===== src/rtl/fifo_leitor.sv =====
// rtl/fifo_leitor.sv - read-side drain controller: FIFO pops to a valid/ready stream via a credit-checked buffer
// Define FIFO_LEITOR_CNT_EN to add the palavras_lidas delivered-word counter port.
module fifo_leitor #(
    parameter int WIDTH  = 8,
    parameter int RD_LAT = 1,
    parameter int CNT_W  = 16
) (
    input  logic             clk,
    input  logic             rst,
    input  logic             habilitar,
    input  logic             fila_vazia,
    output logic             ler_data,
    input  logic [WIDTH-1:0] data_ent,
    output logic [WIDTH-1:0] data_sai,
    output logic             sai_valido,
    input  logic             sai_pronto,
`ifdef FIFO_LEITOR_CNT_EN
    output logic [CNT_W-1:0] palavras_lidas,
`endif
    output logic             ocupado
);

    localparam int DEPTH = RD_LAT + 2;
    localparam int PTR_W = $clog2(DEPTH);
    localparam int OCC_W = $clog2(DEPTH + 1);
    localparam logic [OCC_W:0] DEPTH_C = (OCC_W + 1)'(DEPTH);

    if (RD_LAT < 1 || RD_LAT > 2 || CNT_W < 1 || WIDTH < 1) begin : g_param_err
        $error("fifo_leitor: illegal parameter value");
    end

    typedef enum logic [1:0] {
        OCIOSO     = 2'd0,
        DRENANDO   = 2'd1,
        ESVAZIANDO = 2'd2
    } estado_t;

    estado_t           state_q, state_d;
    logic [RD_LAT-1:0] pipe_q, pipe_d;
    logic [WIDTH-1:0]  mem_q [DEPTH];
    logic [PTR_W-1:0]  rd_ptr_q, rd_ptr_d, wr_ptr_q, wr_ptr_d;
    logic [OCC_W-1:0]  occ_q, occ_d, inflight;
    logic [OCC_W:0]    credito;
    logic              captura, transfere;

    function automatic logic [PTR_W-1:0] avanca(input logic [PTR_W-1:0] p);
        return (p == PTR_W'(DEPTH - 1)) ? '0 : p + PTR_W'(1);
    endfunction

    always_comb begin
        inflight = '0;
        for (int i = 0; i < RD_LAT; i++) begin
            inflight = inflight + OCC_W'(pipe_q[i]);
        end
    end

    // Credit counts both buffered words and reads still in the FIFO pipeline,
    // so a capture always finds a free slot without looking at sai_pronto.
    assign credito    = {1'b0, occ_q} + {1'b0, inflight};
    assign captura    = pipe_q[RD_LAT-1];
    assign sai_valido = (occ_q != '0);
    assign transfere  = sai_valido & sai_pronto;
    assign data_sai   = sai_valido ? mem_q[rd_ptr_q] : '0;

    always_ff @(posedge clk) begin
        if (!rst) begin
            state_q <= OCIOSO;
        end else begin
            state_q <= state_d;
        end
    end

    always_comb begin
        state_d = state_q;
        case (state_q)
            OCIOSO:     if (habilitar) state_d = DRENANDO;
            DRENANDO:   if (!habilitar) state_d = ESVAZIANDO;
            ESVAZIANDO: if (inflight == '0 && occ_q == '0) state_d = OCIOSO;
            default:    state_d = OCIOSO;
        endcase
    end

    always_comb begin
        ocupado  = (state_q != OCIOSO);
        ler_data = rst && (state_q == DRENANDO) && !fila_vazia && (credito < DEPTH_C);
    end

    always_comb begin
        pipe_d   = (pipe_q << 1) | RD_LAT'(ler_data);
        rd_ptr_d = transfere ? avanca(rd_ptr_q) : rd_ptr_q;
        wr_ptr_d = captura ? avanca(wr_ptr_q) : wr_ptr_q;
        occ_d    = occ_q;
        if (captura && !transfere) begin
            occ_d = occ_q + OCC_W'(1);
        end else if (!captura && transfere) begin
            occ_d = occ_q - OCC_W'(1);
        end
    end

    always_ff @(posedge clk) begin
        if (!rst) begin
            pipe_q   <= '0;
            rd_ptr_q <= '0;
            wr_ptr_q <= '0;
            occ_q    <= '0;
        end else begin
            pipe_q   <= pipe_d;
            rd_ptr_q <= rd_ptr_d;
            wr_ptr_q <= wr_ptr_d;
            occ_q    <= occ_d;
        end
    end

    // Storage needs no reset: data_sai is gated by sai_valido.
    always_ff @(posedge clk) begin
        if (captura) begin
            mem_q[wr_ptr_q] <= data_ent;
        end
    end

`ifdef FIFO_LEITOR_CNT_EN
    logic [CNT_W-1:0] cnt_q, cnt_d;

    assign cnt_d = transfere ? cnt_q + CNT_W'(1) : cnt_q;

    always_ff @(posedge clk) begin
        if (!rst) begin
            cnt_q <= '0;
        end else begin
            cnt_q <= cnt_d;
        end
    end

    assign palavras_lidas = cnt_q;
`endif

endmodule


===== config.mk =====
export PLATFORM = sky130hd
export DESIGN_NAME = fifo_leitor
export DESIGN_NICKNAME = d
export VERILOG_FILES = /design/src/rtl/fifo_leitor.sv
export SDC_FILE = /design/constraint.sdc
export NUM_CORES = 1
export LEC_CHECK = 0
export BUFFER_PORTS_ARGS = -buffer_cell sky130_fd_sc_hd__buf_2
export CORE_MARGIN = 2
export CORE_UTILIZATION = 61
export CTS_BUF_LIST = sky130_fd_sc_hd__clkbuf_2 sky130_fd_sc_hd__clkbuf_4 sky130_fd_sc_hd__clkbuf_8
export CTS_CLUSTER_SIZE = 24
export DETAILED_ROUTE_END_ITERATION = 7
export GPL_TIMING_DRIVEN = 0
export MAX_ROUTING_LAYER = met4
export PLACE_DENSITY = 0.95
export SLEW_MARGIN = 20
export SYNTH_ARGS = -nofsm -noshare
export SYNTH_HDL_FRONTEND = slang
export SYNTH_SLANG_ARGS = --single-unit

===== constraint.sdc =====
create_clock -name clk -period 3.6 [get_ports clk]
set_clock_uncertainty 0.15 [all_clocks]
set_input_delay 0.72 -clock clk [delete_from_list [all_inputs] [get_ports clk]]
set_output_delay 0.72 -clock clk [all_outputs]
set_load 0.01 [all_outputs]

==> impl_metrics.yaml, run 1 <==
timing:
  finalMaxSlewViolations: 0
  tightest_slew_ps: 803
  fmax_mhz: 384
  fin_crit_ps: 2600
  setup_viol: 0
  hold_viol: 0
  tns_ps: 0
  period_share_pct: 72.3
  slew_headroom_pct: 46.3
  rsz0062_at_grt: "no"
clocking:
  worstSkewPairLatency_ps: 340
  clock-sinks: 35
  htreeDepth: 2
  postCtsSetupBuffers: 0
  clockBufferDepth: 2
  clkTransAtPathRegs_ps: 100
  cts_buffers: 5
  root_buffer: "clkbuf_4"
  cts_tree: "done"
  cts_hold_buffers: 0
  cts_resized: 0
global_routing:
  grt_pass1_vias: 840
  grt_overflow: 0
  grt_usage_pct: 21.0
  grt_start_max_net_pins: 11
  antenna_found_initial: 0
  grt_pass1_wl_mm: 3.80
cells_and_area:
  drive_gt1_share_pct: 33.3
  layout.cells.non_filler: 157
  multi_input_area_um2: 448
  syn_to_final_growth_pct: 15.2
  antennaDiodeCount: 0
  layout_commonest_cell: "buf_2"
  seqCellArea_um2: 941
  stdcell_area_um2: 1620
  final_nets: 144
  fillers: 157
  final_cell_mix: "25 x buf_2, 24 x edfxtp_1, 12 x nor2_1, 11 x dfxtp_1"
worst_setup_path:
  r2r-end: "mem_q[1][0]"
  regToRegStartpoint: "captura"
  crit_start: "occ_q[0]"
  crit_required_ps: 2730
  rr_worst_depth: 2
  crit_fanout: 6
  critical_path_class: "reg -> out"
  worstSetupStartpointType: "flop"
  cp.arrival_ps: 1730
  r2r_slack_ps: 1880
  cp-endpoint: "ler_data"
  cp-end-kind: "primary output"
detailed_routing:
  viasPerCell: 5.41
  drt-initial-drc-count: 15
  drt-total-wl_mm: 2.22
  drc: 0
  num_vias: 849
  dr.pass1.iters: 4
  ant_nets: 0
  wl_per_cell_um: 14.1
placed_design:
  gp_congestion: 0.664
  port_buffers: 22
  dp_cells: 149
  place_area_um2: 1550
  dp_hpwl_mm: 1.53
logic_synthesis:
  synth_seq_area_share_pct: 67.1
  netlist_area_um2: 1400
  syn_area_per_cell_um2: 14.2
  synthesis.nets: 115
  synth_cell_types: 25
  synth_warnings: 0
  synth_seq_cells: 35
  synthCells: 99
floorplan:
  initial_core_util_pct: 64.0
  die_w_um: 52.0
  die_height_um: 52.0
  placementRows: 17
  core_um2: 2190
  io_pins: 24
  die_area_um2: 2700
outcome:
  status: "finished clean"
power_and_ir_drop:
  totalPowerFinal_mw: 0.861
  ir_drop_mv: 0.403
  leakage_nw: 0.643
  p_per_area_nw_per_um2: 533
run:
  drv_cap: 0
min_path:
  min_path_type: "reg -> reg"
==> layout make-up <==
cell class / instances / area share [%]
repair buffers: 22 / 6.82
plain buffers: 3 / 0.930
multi-input cells: 60 / 27.7
inverters: 1 / 0.232
clock buffers: 7 / 3.64
clock inverters: 1 / 0.232
flip-flops and latches: 35 / 58.2
well taps: 28 / 2.17
==> how the worst min path moves through the flow <==
| stage | from | endpoint | slack, ps | cells past startpoint |
|---|---|---|---|---|
| 2_1_floorplan | rd_ptr_q[1] | flop | 300 | 1 |
| 3_3_place_gp | rd_ptr_q[0] | flop | 320 | 2 |
| 3_5_place_dp | rd_ptr_q[0] | flop | 330 | 2 |
| 4_1_cts | rd_ptr_q[0] | rd_ptr_q[0] | 360 | 2 |
| 5_1_grt | rd_ptr_q[0] | rd_ptr_q[0] | 380 | 2 |
| 6_report | rd_ptr_q[0] | flop | 350 | 2 |
==> synth_stat cells <==
cell | number | area share, %
o21a_1 | 3 | 1.6
mux2i_1 | 8 | 5.7
and2_1 | 1 | 0.45
xor2_1 | 1 | 0.62
or2_2 | 1 | 0.45
dfxtp_1 | 11 | 16
buf_2 | 3 | 1.1
ha_1 | 3 | 2.7
nor4b_1 | 1 | 0.62
nor2b_1 | 2 | 0.89
mux2_2 | 8 | 6.4
and3b_1 | 1 | 0.62
o21ai_0 | 1 | 0.36
nor3b_1 | 2 | 1.1
or3_1 | 2 | 0.89
nor2_1 | 12 | 3.2
a21boi_1 | 2 | 1.1
inv_1 | 1 | 0.27
edfxtp_1 | 24 | 51
nand3_1 | 1 | 0.36
o21ai_2 | 1 | 0.62
xnor2_1 | 1 | 0.62
and3_1 | 2 | 0.89
nand2_1 | 5 | 1.3
o31ai_1 | 2 | 1.1
==> critical path, cell delays in order, from the launching register on <==
cell     delay [ps]
dfxtp_1         400
ha_1            230
ha_1            180
nor4b_1         270
and3_1          200
buf_2           120
==> per-stage QoR <==
| step | util, % | setup WS (ps) | hold slack [ps] |
|---|---|---|---|
| floorplan | - | 1390 | 298 |
| global placement | 70.6 | 1270 | 315 |
| detailed placement | 70.9 | 1230 | 334 |
| CTS | 73.7 | 991 | 356 |
| global route | 73.7 | 808 | 382 |
| finish | 73.7 | 996 | 346 |
==> sequential cells by signal, summed over array words and instances, names as in the netlist, named ones only <==
signal,count
captura,1
rd_ptr_q,2
wr_ptr_q,2
mem_q,24
state_q,2
occ_q,2
==> kinds of logic after synthesis <==
logic type	count (synthesis)	synth area share [%]
multiplexers	16	12.1
AND/OR/NAND/NOR	30	10.8
flip-flops	35	67.1
buffers and inverters	4	1.34
XOR/XNOR	2	1.25
adder cells (fa/ha/maj)	3	2.68
AO/OA/AOI/OAI	9	4.73
==> routing by layer <==
metal | vias up | global-route usage [%] | part of all wire [%] | routed length [um]
met4 | 0 | 9.21 | 1.1 | 25
met1 | 405 | 22.6 | 43 | 950
met2 | 21 | 35.4 | 49 | 1090
li1 | 419 | - | - | -
met3 | 4 | 6.90 | 6.6 | 147
met5 | - | - | 0 | 0
==> power breakdown <==
group	switching, mW	internal [mW]
combinational	0.0933	0.0802
clock	0.122	0.101
sequential	0.0182	0.446
(Power assumes the default switching activity.)
==> run 2: changes to the inputs <==
ABC_AREA = 1   (was default)
CORE_UTILIZATION = 57   (was 61)
PLACE_DENSITY = 0.91   (was 0.95)
clock period = 2.5 ns   (was 3.6 ns; I/O delays follow)
==> run 2 against run 1 <==
Clock power up 47%. Area after synthesis up 6.2%. Clock-buffer cell count unchanged. First-iteration DRC count up 110%. Core utilization down 4.7 points. Sequential share of layout area down 3.2 points. Power up 41%. Sequential cell count unchanged. Critical endpoint unchanged.
==> impl_metrics.yaml, run 2 <==
outcome:
  status: "finished clean"
worst_setup_path:
  r2r-end: "mem_q[2][3]"
  crit_required_ps: 1850
  regToRegStartpoint: "captura"
  r2r_slack_ps: 900
  cp-end-kind: "primary output"
  worstSetupStartpointType: "flop"
  crit_fanout: 5
  critical_path_class: "reg -> out"
  crit_start: "captura"
  rr_worst_depth: 2
  cp.arrival_ps: 1590
timing:
  fmax_mhz: 446
  setup_viol: 0
  finalMaxSlewViolations: 0
  tns_ps: 0
  fin_crit_ps: 2240
  slew_headroom_pct: 55.2
  period_share_pct: 89.7
  rsz0062_at_grt: "no"
  worst_slack_ps: 256
  hold_ws_ps: 182
  tightest_slew_ps: 668
  hold_viol: 0
power_and_ir_drop:
  clkPwrFrac_pct: 27.0
  leakage_nw: 0.828
  p_switching_mw: 0.335
  ir_drop_mv: 0.516
  p_seq_share_pct: 54.6
  switching_share_pct: 27.6
  p_per_area_nw_per_um2: 710
  totalPowerFinal_mw: 1.21
  power_frac_comb_pct: 18.4
  p_int_mw: 0.879
placed_design:
  port_buffers: 23
  dp_hpwl_mm: 1.87
  pre_cts_ws_ps: 639
  gp_congestion: 0.772
logic_synthesis:
  synth_most_common_cell: "inv_1"
  synth_cell_types: 17
  yosys-top-cells-area: "edfxtp_1 48%, dfxtp_1 15%, inv_1 10%"
  synth_top_area_cell: "edfxtp_1"
  synth_seq_cells: 35
  synth_edf_count: 24
  synth_common_cells: "41 x inv_1, 24 x edfxtp_1, 17 x nand2_1"
  synth_warnings: 0
  syn_area_per_cell_um2: 9.86
  async_flop_share_pct: 0
  synthCells: 151
  netlist_area_um2: 1490
  synth_seq_area_share_pct: 63.2
  synthesis.nets: 167
  synth.top_cell.area_share_pct: 48.4
  ys.flop_type: "edfxtp_1"
clocking:
  postCtsSetupBuffers: 0
  cts_resized: 0
  cts_hold_buffers: 0
  cts_buffers: 5
  clockBufferDepth: 2
  clock-sinks: 35
  worstSkewPairLatency_ps: 340
  cts_tree: "done"
  root_buffer: "clkbuf_4"
  clkTransAtPathRegs_ps: 100
  htreeDepth: 2
floorplan:
  core_um2: 2480
  initial_core_util_pct: 60.1
  die_area_um2: 3040
  die_w_um: 55.1
  io_pins: 24
  placementRows: 18
  die_height_um: 55.1
global_routing:
  grt_start_max_net_pins: 12
  grt_pass1_wl_mm: 4.09
  grt_overflow: 0
  antenna_found_initial: 0
  grt_usage_pct: 20.8
  grt_pass1_vias: 996
cells_and_area:
  largest_reg_flops: 24
  syn_to_final_growth_pct: 14.9
  seqCellArea_um2: 941
  final_cell_mix: "41 x inv_1, 24 x edfxtp_1, 23 x buf_2, 17 x nand2_1, 12 x a21oi_1"
  multi_input_area_um2: 360
  drive_gt1_share_pct: 19.8
  layout_commonest_cell: "inv_1"
  antennaDiodeCount: 0
  final_nets: 197
  top_register: "mem_q"
  fillers: 190
detailed_routing:
  drt-initial-drc-count: 32
  wl_per_cell_um: 12.6
  num_vias: 1096
  drc: 0
  drt-total-wl_mm: 2.68
  viasPerCell: 5.17
  dr.pass1.iters: 4
  ant_nets: 0
min_path:
  hold_end: "captura"
  min_path_type: "in -> reg"
  min_path_cells: 2
  hp-start: "fila_vazia"
run:
  drv_cap: 0
-- run 2: worst max path at each step --
stage	to	cells past startpoint	slack, ps
2_1_floorplan	ler_data	3	690
3_3_place_gp	mem_q[2][2]	2	560
3_5_place_dp	ler_data	6	640
4_1_cts	ler_data	6	250
5_1_grt	ler_data	6	140
6_report	ler_data	6	260
-- run 2: area by class of cell --
type	count	area share (%)
inverters	41	9.00
multi-input cells	72	21.1
clock buffers	7	3.44
flip-flops and latches	35	55.0
clock inverters	1	0.293
well taps	30	2.19
repair buffers	23	6.73
plain buffers	3	2.27
-- run 2: worst max-delay path: stages, from the launching register on --
cell      delay (ps)
dfxtp_1          380
ha_1             200
ha_1             170
nor2_1           100
nand2_1           80
a211oi_1         160
buf_2            160
-- run 2: per-layer routing --
| metal | track usage [%] | vias to the layer above | part of all wire (%) |
|---|---|---|---|
| li1 | - | 544 | - |
| met1 | 21.6 | 510 | 41 |
| met2 | 35.3 | 34 | 52 |
| met3 | 5.38 | 8 | 5.0 |
| met4 | 12.6 | 0 | 1.9 |
| met5 | - | - | 0 |
-- run 2: stage by stage --
stage               std cells  area (um2)  utilization [%]
floorplan                 151        1490                -
global placement          204        1640             66.3
detailed placement        204        1650             66.5
CTS                       212        1710             69.0
global route              212        1710             69.0
finish                    212        1710             69.0
-- run 2: cells by family (layout without fill, tap and decap cells) --
logic type / after synthesis / in the layout / share of synthesized area (%)
AOI/OAI and AO/OA: 33 / 33 / 11.4
adders and majority gates: 3 / 3 / 2.52
buffers and inverters: 44 / 75 / 12.9
DFF: 35 / 35 / 63.2
and+or+nand+nor: 36 / 36 / 9.92
-- run 2: power groups by stage --
stage	Sequential (mW)	Combinational, mW	Clock (mW)
after global placement	0.675	0.211	0
after floorplan	0.669	0.149	0
after CTS	0.663	0.223	0.328
final	0.663	0.223	0.328
after detailed placement	0.676	0.222	0
after global routing	0.666	0.255	0.347
==> run 3: changes to the inputs <==
--- a/config.mk
+++ b/config.mk
@@ -8,6 +8,6 @@
 export ABC_AREA = 1
+export ABC_CLOCK_PERIOD_IN_PS = 2500
 export BUFFER_PORTS_ARGS = -buffer_cell sky130_fd_sc_hd__buf_2
 export CORE_MARGIN = 2
-export CORE_UTILIZATION = 57
-export CTS_BUF_LIST = sky130_fd_sc_hd__clkbuf_2 sky130_fd_sc_hd__clkbuf_4 sky130_fd_sc_hd__clkbuf_8
+export CORE_UTILIZATION = 54
 export CTS_CLUSTER_SIZE = 24
@@ -16,3 +16,3 @@
 export MAX_ROUTING_LAYER = met4
-export PLACE_DENSITY = 0.91
+export PLACE_DENSITY = 0.88
 export SLEW_MARGIN = 20
--- a/constraint.sdc
+++ b/constraint.sdc
@@ -4,2 +4,2 @@
 set_output_delay 0.5 -clock clk [all_outputs]
-set_load 0.01 [all_outputs]
+set_load 0.05 [all_outputs]
==> run 3 against run 2 <==
Clock power down 15%. Worst setup slack worse by 100 ps. Combinational power up 44%. Power up 4.2%. Highest routed layer unchanged. Critical path depth unchanged. Sequential power about the same. Sequential share of layout area up 0.24 points. Routed wire length down 2.3%.
==> impl_metrics.yaml, run 3 (synthesis results as in run 2) <==
worst_setup_path:
  crit_required_ps: 1850
  cp.arrival_ps: 1700
  regToRegStartpoint: "captura"
  critical_path_class: "reg -> out"
  cpPeakStageDelay_ps: 370
  worstSetupStartpointType: "flop"
  crit_start: "captura"
  rr_worst_depth: 2
  cp-end-kind: "primary output"
  crit_top_cell: "ha_1"
  crit_slowest_cell: "dfxtp_1"
  crit_fanout: 5
  crit_chain: "ha_1 > ha_1 > nor2_1 > nand2_1 > a211oi_2 > buf_2"
placed_design:
  place_area_um2: 1650
  gp_congestion: 0.716
  dp_cells: 205
  port_buffers: 23
  dp_hpwl_mm: 1.88
clocking:
  cts_hold_buffers: 0
  clockBufferDepth: 2
  clkTransAtPathRegs_ps: 100
  clock-sinks: 35
  postCtsSetupBuffers: 0
  worstSkewPairLatency_ps: 320
  cts_tree: "done"
  cts_buffers: 5
  root_buffer: "clkbuf_4"
  htreeDepth: 2
  cts_resized: 0
power_and_ir_drop:
  p_per_area_nw_per_um2: 743
  ir_drop_mv: 0.525
  leakage_nw: 0.819
detailed_routing:
  num_vias: 1070
  dr.pass1.iters: 4
  drt-total-wl_mm: 2.62
  drc: 0
  ant_nets: 0
  drt-initial-drc-count: 46
  viasPerCell: 5.02
  wl_per_cell_um: 12.3
min_path:
  min_path_cells: 2
  min_path_type: "in -> reg"
  hp-start: "fila_vazia"
floorplan:
  die_w_um: 56.5
  placementRows: 19
  io_pins: 24
  core_um2: 2690
  initial_core_util_pct: 55.4
  die_height_um: 56.5
  die_area_um2: 3190
global_routing:
  grt_start_max_net_pins: 11
  grt_pass1_wl_mm: 4.31
  use_met2_pct: 30.4
  grt_usage_pct: 18.8
  grt_use_met3_pct: 7.60
  grt_pass1_vias: 1007
  use_met1_pct: 20.4
  antenna_found_initial: 0
  grt_overflow: 0
  top_usage_layer: "met2"
timing:
  fmax_mhz: 426
  fin_crit_ps: 2350
  tightest_slew_ps: 679
  slew_headroom_pct: 54.5
  rsz0062_at_grt: "no"
  tns_ps: 0
  finalMaxSlewViolations: 0
  hold_ws_ps: 199
  period_share_pct: 93.9
  setup_viol: 0
  hold_viol: 0
cells_and_area:
  fin_util_pct: 63.4
  top_register: "mem_q"
  final_cell_mix: "41 x inv_1, 24 x edfxtp_1, 23 x buf_2, 17 x nand2_1, 12 x a21oi_1"
  final_nets: 197
  stdcell_area_um2: 1700
  syn_to_final_growth_pct: 14.4
  layout_commonest_cell: "inv_1"
  layout.cells.non_filler: 213
  antennaDiodeCount: 0
  fillers: 228
  drive_gt1_share_pct: 19.2
  largest_reg_flops: 24
run:
  drv_cap: 0
outcome:
  status: "finished clean"
[run 3: layout make-up]
class | count | area [um2] | share of cell area (%)
multi-input cells | 72 | 365 | 21.5
flip-flops and latches | 35 | 941 | 55.3
clock buffers | 7 | 45.0 | 2.65
plain buffers | 3 | 38.8 | 2.28
inverters | 41 | 154 | 9.04
well taps | 31 | 38.8 | 2.28
clock inverters | 1 | 5.00 | 0.294
repair buffers | 23 | 115 | 6.76
[run 3: final timing paths]
kind,end,slack (ps)
setup / recovery,ler_data,150
hold / removal,captura,200
setup reg to reg,mem_q[2][7],900
hold reg to reg,state_q[0],330
[run 3: metal layers]
metal / vias up / routed length, um
met5: - / 0
met4: 0 / 8
met3: 2 / 135
met2: 37 / 1400
met1: 486 / 1080
li1: 545 / -
[run 3: worst max-delay path, delay by kind of cell, from the launching register on]
kind,cells,cell delay [ps]
simple gates,2,200
buf+inv,1,280
fa+ha+maj,2,380
flops,1,370
compound gates,1,130
[run 3: per-stage QoR]
step | worst slack, ps | power, mW
floorplan | 312 | 0.919
global placement | 550 | 0.983
detailed placement | 501 | 0.997
CTS | 123 | 1.27
global route | 31.8 | 1.34
finish | 152 | 1.27
[run 3: power by group]
group	leakage [nW]	internal (mW)	switching, mW
Clock	0.0293	0.110	0.170
Sequential	0.306	0.639	0.0244
Combinational	0.484	0.0946	0.228
